[src/rtl/pwm_cfg_arbiter_if.sv]
// Register-write handshake bundle for the two PWM config requesters (A = SPI decoder, B = sequencer).
interface pwm_cfg_arbiter_if #(
   parameter int unsigned ADDR_W = 7,
   parameter int unsigned DATA_W = 8
);
   logic              a_valid;
   logic [ADDR_W-1:0] a_addr;
   logic [DATA_W-1:0] a_data;
   logic              a_ready;
   logic              b_valid;
   logic [ADDR_W-1:0] b_addr;
   logic [DATA_W-1:0] b_data;
   logic              b_ready;

   modport master (
      output a_valid, a_addr, a_data, b_valid, b_addr, b_data,
      input  a_ready, b_ready
   );

   modport slave (
      input  a_valid, a_addr, a_data, b_valid, b_addr, b_data,
      output a_ready, b_ready
   );
endinterface

[src/rtl/pwm_cfg_arbiter.sv]
// PWM configuration register bank: round-robin write arbitration into shadow registers,
// committed to the active outputs at PWM period boundaries.
module pwm_cfg_arbiter #(
   parameter int unsigned ADDR_W      = 7,
   parameter int unsigned DATA_W      = 8,
   parameter bit          SYNC_UPDATE = 1'b1
) (
   input  logic              clk,
   input  logic              rst,
   pwm_cfg_arbiter_if.slave  bus,
   input  logic              period_start,
   output logic [DATA_W-1:0] en_reg_out_7_0,
   output logic [DATA_W-1:0] en_reg_out_15_8,
   output logic [DATA_W-1:0] en_reg_pwm_7_0,
   output logic [DATA_W-1:0] en_reg_pwm_15_8,
   output logic [DATA_W-1:0] pwm_duty_cycle,
   output logic              update_pending,
   output logic              addr_err
);
   localparam int unsigned REG_CNT = 5;

   typedef enum logic {GRANT_A = 1'b0, GRANT_B = 1'b1} grant_t;

   grant_t            last_grant;
   logic              grant_a;
   logic              grant_b;
   logic              wr_en;
   logic              wr_ok;
   logic [ADDR_W-1:0] wr_addr;
   logic [DATA_W-1:0] wr_data;
   logic              pending_nxt;
   logic [DATA_W-1:0] shadow      [REG_CNT];
   logic [DATA_W-1:0] shadow_nxt  [REG_CNT];
   logic [DATA_W-1:0] active      [REG_CNT];

   // Same-cycle grant; on contention the requester that did not win last time goes first.
   always_comb begin
      grant_a = 1'b0;
      grant_b = 1'b0;
      if (!rst) begin
         if (bus.a_valid && (!bus.b_valid || last_grant == GRANT_B)) begin
            grant_a = 1'b1;
         end else if (bus.b_valid) begin
            grant_b = 1'b1;
         end
      end
   end

   assign bus.a_ready = grant_a;
   assign bus.b_ready = grant_b;

   assign wr_en   = grant_a | grant_b;
   assign wr_addr = grant_a ? bus.a_addr : bus.b_addr;
   assign wr_data = grant_a ? bus.a_data : bus.b_data;
   assign wr_ok   = wr_en && (wr_addr <= ADDR_W'(REG_CNT - 1));

   // Shadow image including this cycle's write, so a coincident commit picks it up.
   always_comb begin
      for (int i = 0; i < int'(REG_CNT); i++) begin
         shadow_nxt[i] = shadow[i];
      end
      if (wr_ok) begin
         shadow_nxt[wr_addr[2:0]] = wr_data;
      end
      pending_nxt = update_pending | wr_ok;
   end

   always_ff @(posedge clk) begin
      if (rst) begin
         last_grant     <= GRANT_B;
         update_pending <= 1'b0;
         addr_err       <= 1'b0;
         for (int i = 0; i < int'(REG_CNT); i++) begin
            shadow[i] <= '0;
            active[i] <= '0;
         end
      end else begin
         if (grant_a) begin
            last_grant <= GRANT_A;
         end else if (grant_b) begin
            last_grant <= GRANT_B;
         end
         addr_err <= wr_en && !wr_ok;
         for (int i = 0; i < int'(REG_CNT); i++) begin
            shadow[i] <= shadow_nxt[i];
         end
         if (SYNC_UPDATE) begin
            if (period_start && pending_nxt) begin
               for (int i = 0; i < int'(REG_CNT); i++) begin
                  active[i] <= shadow_nxt[i];
               end
               update_pending <= 1'b0;
            end else begin
               update_pending <= pending_nxt;
            end
         end else begin
            for (int i = 0; i < int'(REG_CNT); i++) begin
               active[i] <= shadow_nxt[i];
            end
            update_pending <= 1'b0;
         end
      end
   end

   assign en_reg_out_7_0  = active[0];
   assign en_reg_out_15_8 = active[1];
   assign en_reg_pwm_7_0  = active[2];
   assign en_reg_pwm_15_8 = active[3];
   assign pwm_duty_cycle  = active[4];
endmodule

[src/flat_wrapper.sv]
// flat-port wrapper written by rule: the top's interface ports become plain ports
module pwm_cfg_arbiter_flat 
#(
   parameter int unsigned ADDR_W      = 7,
   parameter int unsigned DATA_W      = 8,
   parameter bit          SYNC_UPDATE = 1'b1
)
  (clk, rst, period_start, en_reg_out_7_0, en_reg_out_15_8, en_reg_pwm_7_0, en_reg_pwm_15_8, pwm_duty_cycle, update_pending, addr_err, bus_a_valid, bus_a_addr, bus_a_data, bus_b_valid, bus_b_addr, bus_b_data, bus_a_ready, bus_b_ready);
  pwm_cfg_arbiter_if #(.ADDR_W(ADDR_W), .DATA_W(DATA_W)) bus_i ();
  input  logic clk;
  input  logic rst;
  input  logic period_start;
  output logic [DATA_W-1:0] en_reg_out_7_0;
  output logic [DATA_W-1:0] en_reg_out_15_8;
  output logic [DATA_W-1:0] en_reg_pwm_7_0;
  output logic [DATA_W-1:0] en_reg_pwm_15_8;
  output logic [DATA_W-1:0] pwm_duty_cycle;
  output logic update_pending;
  output logic addr_err;
  input wire logic [$bits(bus_i.a_valid)-1:0] bus_a_valid;
  input wire logic [$bits(bus_i.a_addr)-1:0] bus_a_addr;
  input wire logic [$bits(bus_i.a_data)-1:0] bus_a_data;
  input wire logic [$bits(bus_i.b_valid)-1:0] bus_b_valid;
  input wire logic [$bits(bus_i.b_addr)-1:0] bus_b_addr;
  input wire logic [$bits(bus_i.b_data)-1:0] bus_b_data;
  output wire logic [$bits(bus_i.a_ready)-1:0] bus_a_ready;
  output wire logic [$bits(bus_i.b_ready)-1:0] bus_b_ready;
  assign bus_i.a_valid = bus_a_valid;
  assign bus_i.a_addr = bus_a_addr;
  assign bus_i.a_data = bus_a_data;
  assign bus_i.b_valid = bus_b_valid;
  assign bus_i.b_addr = bus_b_addr;
  assign bus_i.b_data = bus_b_data;
  assign bus_a_ready = bus_i.a_ready;
  assign bus_b_ready = bus_i.b_ready;
  pwm_cfg_arbiter #(.ADDR_W(ADDR_W), .DATA_W(DATA_W), .SYNC_UPDATE(SYNC_UPDATE)) u_core (.clk(clk), .rst(rst), .bus(bus_i), .period_start(period_start), .en_reg_out_7_0(en_reg_out_7_0), .en_reg_out_15_8(en_reg_out_15_8), .en_reg_pwm_7_0(en_reg_pwm_7_0), .en_reg_pwm_15_8(en_reg_pwm_15_8), .pwm_duty_cycle(pwm_duty_cycle), .update_pending(update_pending), .addr_err(addr_err));
endmodule
[config.mk]
export PLATFORM = sky130hd
export DESIGN_NAME = pwm_cfg_arbiter_flat
export DESIGN_NICKNAME = d
export VERILOG_FILES = /design/src/rtl/pwm_cfg_arbiter_if.sv /design/src/rtl/pwm_cfg_arbiter.sv /design/src/flat_wrapper.sv
export SDC_FILE = /design/constraint.sdc
export NUM_CORES = 1
export LEC_CHECK = 0
export CORE_UTILIZATION = 40
export DETAILED_ROUTE_END_ITERATION = 12
export GPL_TIMING_DRIVEN = 0
export PLACE_DENSITY = 0.67
export REMOVE_ABC_BUFFERS = 1
export SLEW_MARGIN = 25
export SYNTH_ARGS = -nofsm -noshare
export SYNTH_HDL_FRONTEND = slang
export SYNTH_SLANG_ARGS = --single-unit
[constraint.sdc]
create_clock -name clk -period 3.2 [get_ports clk]
set_input_delay 0.64 -clock clk [delete_from_list [all_inputs] [get_ports clk]]
set_output_delay 0.64 -clock clk [all_outputs]
set_load 0.05 [all_outputs]
== Word-level counts from Yosys, hierarchy flattened ==
Memories as Yosys holds them, arrays and structs flattened.
Cells that the tools add are included.

* Input port bits: 35
* Bits in latches: 0
* Memories kept: 2
* Flip-flop bits (word level): 3
* Logic and storage cells: 60
* Memory bits (writable): 80
* Memory bits (read-only): 0
* Output and inout bits: 44

* $add $sub $neg: 0
* Muxes and demuxes: 29
* Reductions and logical operators: 10
* Divide/modulo/power cells: 0
* Multipliers: 0
* Shift-type cells: 0
* Bitwise logic cells: 13
* Order comparisons: 3
* Equality and inequality tests: 0

{| class="wikitable"
|+ Memory list
! name !! depth !! width !! read ports !! clocked after memory_dff !! write ports !! line !! text
|-
| u_core.active || 5 || 8 || 5 || 0 || 5 || pwm_cfg_arbiter.sv:34 || <nowiki>logic [DATA_W-1:0] active [REG_CNT];</nowiki>
|-
| u_core.shadow || 5 || 8 || 5 || 0 || 5 || pwm_cfg_arbiter.sv:32 || <nowiki>logic [DATA_W-1:0] shadow [REG_CNT];</nowiki>
|}

{| class="wikitable"
|+ Operators by type and width
! cell !! number
|-
| two-way mux 8 bit || 12
|-
| bitwise mux 40 bit || 1
|-
| two-way mux 40 bit || 1
|-
| demux 8 bit (select 3 bit) || 1
|-
| two-way mux 1 bit || 13
|-
| OR 1 bit || 12
|-
| <= comparator 7 x 3 -> 1 bit, second input constant || 1
|-
| two-way mux 7 bit || 1
|-
| logical AND 1 bit || 5
|-
| greater-or-equal comparator 4 bit, second input constant || 1
|-
| less-than comparator 4 x 1 -> 1 bit, second input constant || 1
|-
| inverter 3 -> 4 bit || 1
|-
| zero test 1 bit || 2
|-
| nonzero test 2 bit || 1
|-
| OR reduction 2 bit || 1
|-
| logical OR 1 bit || 1
|}

== Logic depth before layout (Yosys ltp) ==
Gate-level depths: netlist (run 1).

* Word-level depth: 14
* Depth in mapped cells: 7
* Gate-level depth less buffers: 4

== Worst setup path before layout (run 1) ==
OpenSTA, ideal clock, no wires.

* Kind: input to register
* Start point: in bus_b_addr[3]
* End point: mem u_core.active[0][0] (enable)
* Library setup time: 0.396 ns
* Arrival time: 2.597 ns
* Setup slack: 0.207 ns
* Required time: 2.804 ns
* Cell stages on the path: 5
* Path buffers: 1
* Cells stage by stage: or4_4 -> buf_6 -> nor4_2 -> or3_1 -> a21o_1

{| class="wikitable"
|+ RTL lines
! item !! line !! text
|-
| start, declared || flat_wrapper.sv:24 || <nowiki>input wire logic [$bits(bus_i.b_addr)-1:0] bus_b_addr;</nowiki>
|-
| end, declared || pwm_cfg_arbiter.sv:34 ||
|}

== Worst setup path in the final report (run 1) ==
* Start point: in bus_b_valid
* End point: out bus_b_ready

* Longest elaborated chain between the ends: 5
* Elaborated cells between the ends (all ways): 6
* Classes of those cells: 3 x mux; 3 x reduce/logical

{| class="wikitable"
|+ RTL lines
! item !! line !! text
|-
| start, declared || flat_wrapper.sv:23 || <nowiki>input wire logic [$bits(bus_i.b_valid)-1:0] bus_b_valid;</nowiki>
|-
| zero test 1 bit || pwm_cfg_arbiter.sv:41 || <nowiki>if (bus.a_valid && (!bus.b_valid || last_grant == GRANT_B)) begin</nowiki>
|-
| logical OR 1 bit || pwm_cfg_arbiter.sv:41 ||
|-
| logical AND 1 bit || pwm_cfg_arbiter.sv:41 ||
|-
| two-way mux 1 bit (*) || pwm_cfg_arbiter.sv:41 ||
|-
| two-way mux 1 bit (*) || pwm_cfg_arbiter.sv:40 || <nowiki>if (!rst) begin</nowiki>
|-
| end, declared || flat_wrapper.sv:27 || <nowiki>output wire logic [$bits(bus_i.b_ready)-1:0] bus_b_ready;</nowiki>
|}

Every way passes the cells marked *; elsewhere a longest branch is shown, timed or not.

==> flow_summary.ini, run 1 <==
[run_status]
run_status = complete, no violations

[drt]
routedWlPerCell_um = 17.9
drc_errors = 0
drt-vias-per-instance = 5.86
wl_um = 9540
vias = 3125
firstDrtPassIters = 6
drtIter0Drc = 182
antenna_left = 0

[placement]
placed_cells = 517
portBuffers = 78
place.gp.congestion = 0.819
hpwl_um = 6660
place_area_um2 = 4630

[sta]
finalMaxSlewViolations = 0
hold_slack_ps = 534
rsz0062_at_grt = no
setup_violations = 0
period_share_pct = 96.8
tightest_slew_ps = 956
max_slew_margin_pct = 35.7
final_hold_viol_count = 0
fin_worst_skew_ps = 13.2
max_clock_freq_mhz = 323
fin_crit_ps = 3100

[cells_and_area]
fillers = 798
final_nets = 434
fin_cells = 533
drive_above_1_share_pct = 12.6
final_area_um2 = 4900
final_common_cell = nor3_1
num_antenna_cells = 0
layout_common_cells = nor3_1 (98), clkdlybuf4s50_1 (76), dfxtp_1 (43)
area_growth_pct = 28.3

[floorplan]
dieArea_um2 = 9940
rows = 35
ioPinCount = 79
start_util_pct = 41.3
coreArea_um2 = 9240
die_h_um = 99.7
dieWidth_um = 99.7

[cts]
cts_setup_buffers = 0
clkTransAtPathRegs_ps = 80
numClockSinks = 83
htree_levels = 3
cts_made_buffers = 9
insertion_delay_ps = 350
clockBufferDepth = 2
cts_tree = built
root_buffer = clkbuf_8
cts_hold_buf = 0

[grt]
grt_pass1_wl_um = 15000
grt_max_degree = 43
grt_overflow = 0
antenna_found_initial = 0
grt_usage_pct = 19.9
grt_pass1_vias = 2933

[pwr]
p_total_mw = 2.32
power_density_nw_per_um2 = 473
vdd_drop_max_mv = 0.232
p_leak_nw = 1.54

[job]
maxCapViolCount = 0

[critical_path]
crit_type = in -> out
critPathArrivalTime_ps = 2460
crit_fanout = 5
worst-path-buf-inv = 2
cp_top_family = buffers and inverters
cpPeakStageDelay_ps = 820
crit_path_frequent_cell = clkdlybuf4s50_1
required_ps = 2560
cp-end-kind = output port
start_kind = input port
crit_path_cell_trace = clkdlybuf4s50_1, nand2b_1, nor2_1, clkdlybuf4s50_1
cp_slowest_cell = clkdlybuf4s50_1

[synth]
synth.avg_cell_area_um2 = 11.4
synth_cell_types = 40
synth_top_area_share_pct = 31.4
ys.flop_type = dfxtp_1
synth_top_area_cell = edfxtp_1
ys_ff_latch = 83
synth_area_leaders = edfxtp_1 (31%), dfxtp_1 (23%), nor3_1 (13%)
ys_seq_area_share_pct = 54.0
yosysWarnings = 0
async_flop_share_pct = 0
synth_enable_flop_cells = 40
netlist_area_um2 = 3820
syn-instance-count = 335

[hold_path]
hp-class = reg -> reg
routing by layer:
metal | part of all wire (%) | vias to the layer above | global-route usage (%)
li1 | - | 1490 | -
met1 | 42 | 1476 | 24.6
met2 | 47 | 128 | 32.4
met3 | 7.9 | 31 | 4.64
met4 | 3.4 | 0 | 10.3
met5 | 0 | - | 0
worst register-to-register path: stages, from the launching register on:
cell and delay (ps):
dfxtp_1 330, nand2b_2 380, and4_1 350, o311ai_4 590, buf_6 260, buf_8 180
nor3_1 90
cell usage after synthesis, types with 6 or more instances:
master,n
edfxtp_1,40
clkbuf_1,12
nand4_1,6
dfxtp_1,43
a211oi_1,25
clkbuf_8,6
a221oi_1,24
and3_2,8
nor3_1,98
a21oi_1,8
and4_1,8
a221oi_2,8
cell families (layout without fill, tap and decap cells):
logic type / Yosys count / count (layout) / share of synthesized area (%)
compound gates: 72 / 72 / 16.1
buf+inv: 31 / 100 / 5.86
flops: 83 / 83 / 54.0
simple gates: 149 / 149 / 24.1
final timing paths:
kind                startpoint             endpoint  slack [ps]  depth (start not counted)
max reg2reg  u_core.last_grant  u_core.active[0][1]         770                          6
min reg2reg  u_core.last_grant    u_core.last_grant         530                          2
max                bus_b_valid          bus_b_ready         100                          4
min          u_core.last_grant    u_core.last_grant         530                          2
area by class of cell:
class                   instances  area, um2  share of cell area (%)
clock buffers                  12        145                    2.96
well taps                     129        161                    3.29
inverters                       2       7.51                   0.153
clock inverters                 4       97.6                    1.99
repair buffers                 82        851                    17.4
flip-flops and latches         83       2060                    42.1
multi-input cells             221       1580                    32.2
report_power, final:
part	switching, mW	leakage (nW)	total (mW)	internal, mW
clock network	0.360	0.117	0.901	0.541
logic	0.184	0.659	0.281	0.0976
registers	0.00609	0.761	1.14	1.13
total	0.550	1.54	2.32	1.77
state kept, by name (all words and copies together), names as in the netlist:
| register | flops |
|---|---|
| u_core.active | 40 |
| u_core.last_grant | 1 |
| u_core.shadow | 40 |
| u_core.addr_err | 1 |
| u_core.update_pending | 1 |
per-stage QoR:
step | setup slack [ps] | util, % | setup TNS [ps]
finish | 104 | 53.1 | 0
global route | 13.4 | 53.1 | 0
CTS | 67.3 | 52.9 | 0
detailed placement | -1290 | 50.1 | -46420
global placement | -2790 | 49.2 | -261250
floorplan | 180 | - | 0
repair_timing:
item / in CTS / in global routing
gates resized for setup: 7 / 2
endpoints found under the setup margin: 81 / 24
endpoints found under the hold margin: 0 / 0
Note: power is estimated with default switching activity, not from simulation.
==> run 2, diff against run 1 <==
--- a/config.mk
+++ b/config.mk
@@ -5,7 +5,9 @@
 export SDC_FILE = /design/constraint.sdc
 export NUM_CORES = 1
 export LEC_CHECK = 0
+export CORE_MARGIN = 5
 export CORE_UTILIZATION = 40
+export CTS_CLUSTER_SIZE = 20
 export DETAILED_ROUTE_END_ITERATION = 12
 export GPL_TIMING_DRIVEN = 0
 export PLACE_DENSITY = 0.67
==> run 2 against run 1 <==
Against the previous run:
- sequential power hardly changed
- fmax up 0.36%
- design area shrank 0.94%
- first-iteration DRC count grew 27%
- via count rose by 0.19%
- clock-buffer cell count increased by 1
- register-to-register slack improved by 170 ps
- largest power group unchanged
- die area increased by 17%
- largest cell class unchanged
==> flow_summary.ini, run 2 (synthesis results as in run 1) <==
[grt]
grt_pass1_vias = 3117
antenna_found_initial = 0
grt_overflow = 0
grt_usage_pct = 17.9
grt_pass1_wl_um = 16200
grt_max_degree = 43

[cells_and_area]
final_common_cell = nor3_1
final_nets = 434
seq_area_um2 = 2060
fillers = 863
drive_above_1_share_pct = 12.9
layout_common_cells = nor3_1 (98), clkdlybuf4s50_1 (75), dfxtp_1 (43)
multiInputGateArea_um2 = 1580
fin_cells = 533
area_growth_pct = 27.1
num_antenna_cells = 0
final_area_um2 = 4860
fin_util_pct = 52.3
largestRegisters = u_core.active x40, u_core.shadow x40

[critical_path]
critPathArrivalTime_ps = 2450
required_ps = 2560
start_kind = input port
cp-end-kind = output port
crit_type = in -> out
r2r_slack_ps = 940
crit_fanout = 42

[pwr]
p_comb_share_pct = 13.2
p_int_mw = 1.58
vdd_drop_max_mv = 0.260
swShare_pct = 26.1
power_density_nw_per_um2 = 439
p_leak_nw = 1.53
power_frac_seq_pct = 53.3
p_sw_uw = 556
clkPwrFrac_pct = 33.5

[drt]
routedWlPerCell_um = 18.8
vias = 3131
firstDrtPassIters = 4
wl_um = 10000
drt-vias-per-instance = 5.87
antenna_left = 0
drtIter0Drc = 231
drc_errors = 0

[sta]
max_clock_freq_mhz = 324
fin_worst_skew_ps = 7.31
finalMaxSlewViolations = 0
setup_violations = 0
final_hold_viol_count = 0
tightest_slew_ps = 846
rsz0062_at_grt = no
max_slew_margin_pct = 43.1
setup_slack_ps = 115
finalSetupTns_ps = 0
fin_crit_ps = 3090
period_share_pct = 96.4

[floorplan]
dieArea_um2 = 11600
coreArea_um2 = 9280
die_h_um = 108
start_util_pct = 41.1
dieWidth_um = 108
rows = 35
ioPinCount = 79

[cts]
numClockSinks = 83
root_buffer = clkbuf_8
cts_tree = built
clockBufferDepth = 2
clkTransAtPathRegs_ps = 80
htree_levels = 3
cts_hold_buf = 0
cts_made_buffers = 9
cts_setup_buffers = 0
insertion_delay_ps = 360

[hold_path]
hp-class = reg -> reg

[placement]
preCtsSetupSlack_ps = -1370
place_area_um2 = 4630
portBuffers = 78
hpwl_um = 7130
place.gp.congestion = 0.844
placed_cells = 517

[job]
maxCapViolCount = 0

[run_status]
run_status = complete, no violations
-- run 2: layout make-up --
cell class                 instances  area share (%)
clock buffer                      13            3.48
inverter                           2           0.155
multi-input combinational        221            32.5
clock inverter                     3           0.438
timing repair buffer              82            17.7
sequential                        83            42.5
tap                              129            3.32
-- run 2: power by group through the flow --
stage               Combinational [mW]  Clock [mW]  Sequential, mW
floorplan                       0.0662           0            1.23
detailed placement               0.276           0            1.16
global route                     0.296       0.769            1.14
finish                           0.281       0.714            1.14
CTS                              0.278       0.730            1.14
global placement                 0.265           0            1.16
-- run 2: timing repair --
| action | in CTS | in global routing |
|---|---|---|
| resized for setup | 7 | 3 |
| gates cloned | 0 | 0 |
| setup endpoints to repair | 100 | 29 |
| pin swaps | 0 | 1 |
-- run 2: worst paths after layout --
kind / from / endpoint / depth (start not counted)
hold / removal: u_core.last_grant / u_core.last_grant / 2
hold reg to reg: u_core.last_grant / u_core.last_grant / 2
setup / recovery: bus_a_valid / bus_a_ready / 5
setup reg to reg: u_core.last_grant / u_core.active[0][3] / 5
-- run 2: metal layers --
layer  routed length (um)  GRT usage [%]  vias to the layer above
li1                     -              -                     1486
met4                  321           9.47                        0
met1                 4130           22.2                     1496
met5                    0              0                        -
met2                 4800           28.5                      120
met3                  754           4.62                       29
-- run 2: metrics by stage --
| step | power (mW) | hold WS, ps |
|---|---|---|
| CTS | 2.15 | 541 |
| finish | 2.13 | 545 |
| floorplan | 1.30 | 499 |
| global placement | 1.43 | 514 |
| global route | 2.20 | 576 |
| detailed placement | 1.44 | 525 |
-- run 2: worst max-delay path: stages --
cell and delay, ps:
clkdlybuf4s50_1 550, nor2b_4 470, nand2_8 250, inv_1 140, clkdlybuf4s15_2 380
==> run 3, diff against run 2 <==
--- a/config.mk
+++ b/config.mk
@@ -5,12 +5,10 @@
 export SDC_FILE = /design/constraint.sdc
 export NUM_CORES = 1
 export LEC_CHECK = 0
-export CORE_MARGIN = 5
-export CORE_UTILIZATION = 40
+export CORE_UTILIZATION = 25
 export CTS_CLUSTER_SIZE = 20
 export DETAILED_ROUTE_END_ITERATION = 12
 export GPL_TIMING_DRIVEN = 0
-export PLACE_DENSITY = 0.67
 export REMOVE_ABC_BUFFERS = 1
 export SLEW_MARGIN = 25
 export SYNTH_ARGS = -nofsm -noshare
==> run 3 against run 2 <==
Against the previous run:
- register-to-register slack got worse by 60 ps
- combinational power increased by 2%
- first-iteration DRC count is 13% lower
- die area up 36%
- hold slack better by 1.2 ps
- via count rose by 1.9%
- wire length increased by 8.8%
- total power increased by 23%
- final cell count is 10% higher
- worst setup slack better by 12 ps
- flip-flop and latch count stayed put
- the run now ends with design-rule violations left
==> flow_summary.ini, run 3 (synthesis results as in run 1) <==
[hold_path]
hp-start = u_core.shadow[0][2]
worst_hold_path.endpoint = u_core.shadow[0][2]
hp-class = reg -> reg
worstHoldPathCells = 2

[floorplan]
ioPinCount = 79
dieWidth_um = 126
dieArea_um2 = 15800
rows = 44
coreArea_um2 = 14700
start_util_pct = 26.0
die_h_um = 126

[cts]
htree_levels = 3
clkTransAtPathRegs_ps = 60
cts_made_buffers = 9
clockBufferDepth = 2
numClockSinks = 83
root_buffer = clkbuf_16
cts_tree = built
insertion_delay_ps = 340

[critical_path]
cp_slowest_cell = clkdlybuf4s50_1
crit-reg2reg-launch = u_core.last_grant
cp-end-kind = output port
cpPeakStageDelay_ps = 550
ff2ff_path_depth = 5
crit_type = in -> out
critPathArrivalTime_ps = 2430
cp_top_family = buffers and inverters
worst-path-buf-inv = 3
required_ps = 2560
crit_path_cell_trace = clkdlybuf4s50_1, nor2b_4, nand2_8, inv_1, clkdlybuf4s15_2
start_kind = input port
r2r_slack_ps = 880
crit_fanout = 42
reg2reg_to = u_core.active[0][20]

[placement]
place.gp.congestion = 0.851
portBuffers = 78
place_area_um2 = 4710
hpwl_um = 7800
placed_cells = 572

[sta]
final_hold_viol_count = 0
max_slew_margin_pct = 39.8
hold_slack_ps = 547
finalMaxSlewViolations = 0
max_clock_freq_mhz = 325
setup_violations = 0
tightest_slew_ps = 895
fin_worst_skew_ps = 6.23
fin_crit_ps = 3070
rsz0062_at_grt = no
period_share_pct = 96.1

[drt]
firstDrtPassIters = 9
drc_errors = 3
antenna_left = 0
vias = 3190
drt-vias-per-instance = 5.43
wl_um = 10900
routedWlPerCell_um = 18.5
drtIter0Drc = 200

[cells_and_area]
final_area_um2 = 5090
final_common_cell = nor3_1
fin_cells = 588
largestRegisters = u_core.active x40, u_core.shadow x40
area_growth_pct = 33.3
final_nets = 434
drive_above_1_share_pct = 13.1
num_antenna_cells = 0
layout_common_cells = nor3_1 (98), clkdlybuf4s50_1 (75), dfxtp_1 (43)

[pwr]
p_leak_nw = 1.61
vdd_drop_max_mv = 0.256
power_density_nw_per_um2 = 516

[grt]
grt_usage_pct = 14.0
grt_pass1_wl_um = 16700
antenna_found_initial = 0
grt_overflow = 0
grt_pass1_vias = 3071
grt_max_degree = 43

[run_status]
run_status = finished with violations
failed_checks = design-rule violations

[job]
maxCapViolCount = 0
run 3: timing repair:
action | CTS | global route
setup endpoints to repair | 87 | 2
gates resized for setup | 8 | 2
buffers inserted | 0 | 0
pin swaps | 0 | 1
hold buffers | 0 | 0
run 3: area by class of cell:
class	count	area, um2
clock buffers	10	239
clock inverters	6	113
fillers	1401	9610
inverters	2	7.51
multi-input cells	221	1580
flip-flops and latches	83	2060
well taps	184	230
repair buffers	82	865
run 3: how the worst max path moves through the flow:
stage                            from                   end  depth (start not counted)
after floorplan           bus_b_valid   u_core.active[0][0]                          4
after global placement            rst  u_core.active[0][19]                          5
after detailed placement  bus_a_valid           bus_a_ready                          5
after CTS                 bus_a_valid           bus_a_ready                          5
after global routing      bus_a_valid           bus_a_ready                          5
final                     bus_a_valid           bus_a_ready                          5
run 3: metrics by stage:
step	total power, mW	worst slack [ps]	util (%)	TNS, ps
detailed placement	1.44	-1340	32.0	-53320
global route	2.70	22.6	34.7	0
floorplan	1.30	180	-	0
CTS	2.64	40.4	34.6	0
finish	2.63	126	34.7	0
global placement	1.43	-2690	31.4	-252270
run 3: power breakdown:
part	switching, mW	total [mW]	internal (mW)
logic	0.188	0.287	0.0989
clock network	0.415	1.20	0.785
registers	0.00699	1.14	1.13
run 3: tightest hold or removal path: cells and delay by family (launching register included):
kind | cells | cell delay (ps)
DFF | 1 | 310
and+or+nand+nor | 2 | 190
run 3: metal layers:
metal / up-vias / global-route usage [%] / wire, um
li1: 1494 / - / -
met1: 1513 / 17.7 / 4790
met2: 145 / 21.4 / 4900
met3: 38 / 3.74 / 692
met4: 0 / 7.89 / 492
met5: - / 0 / 0
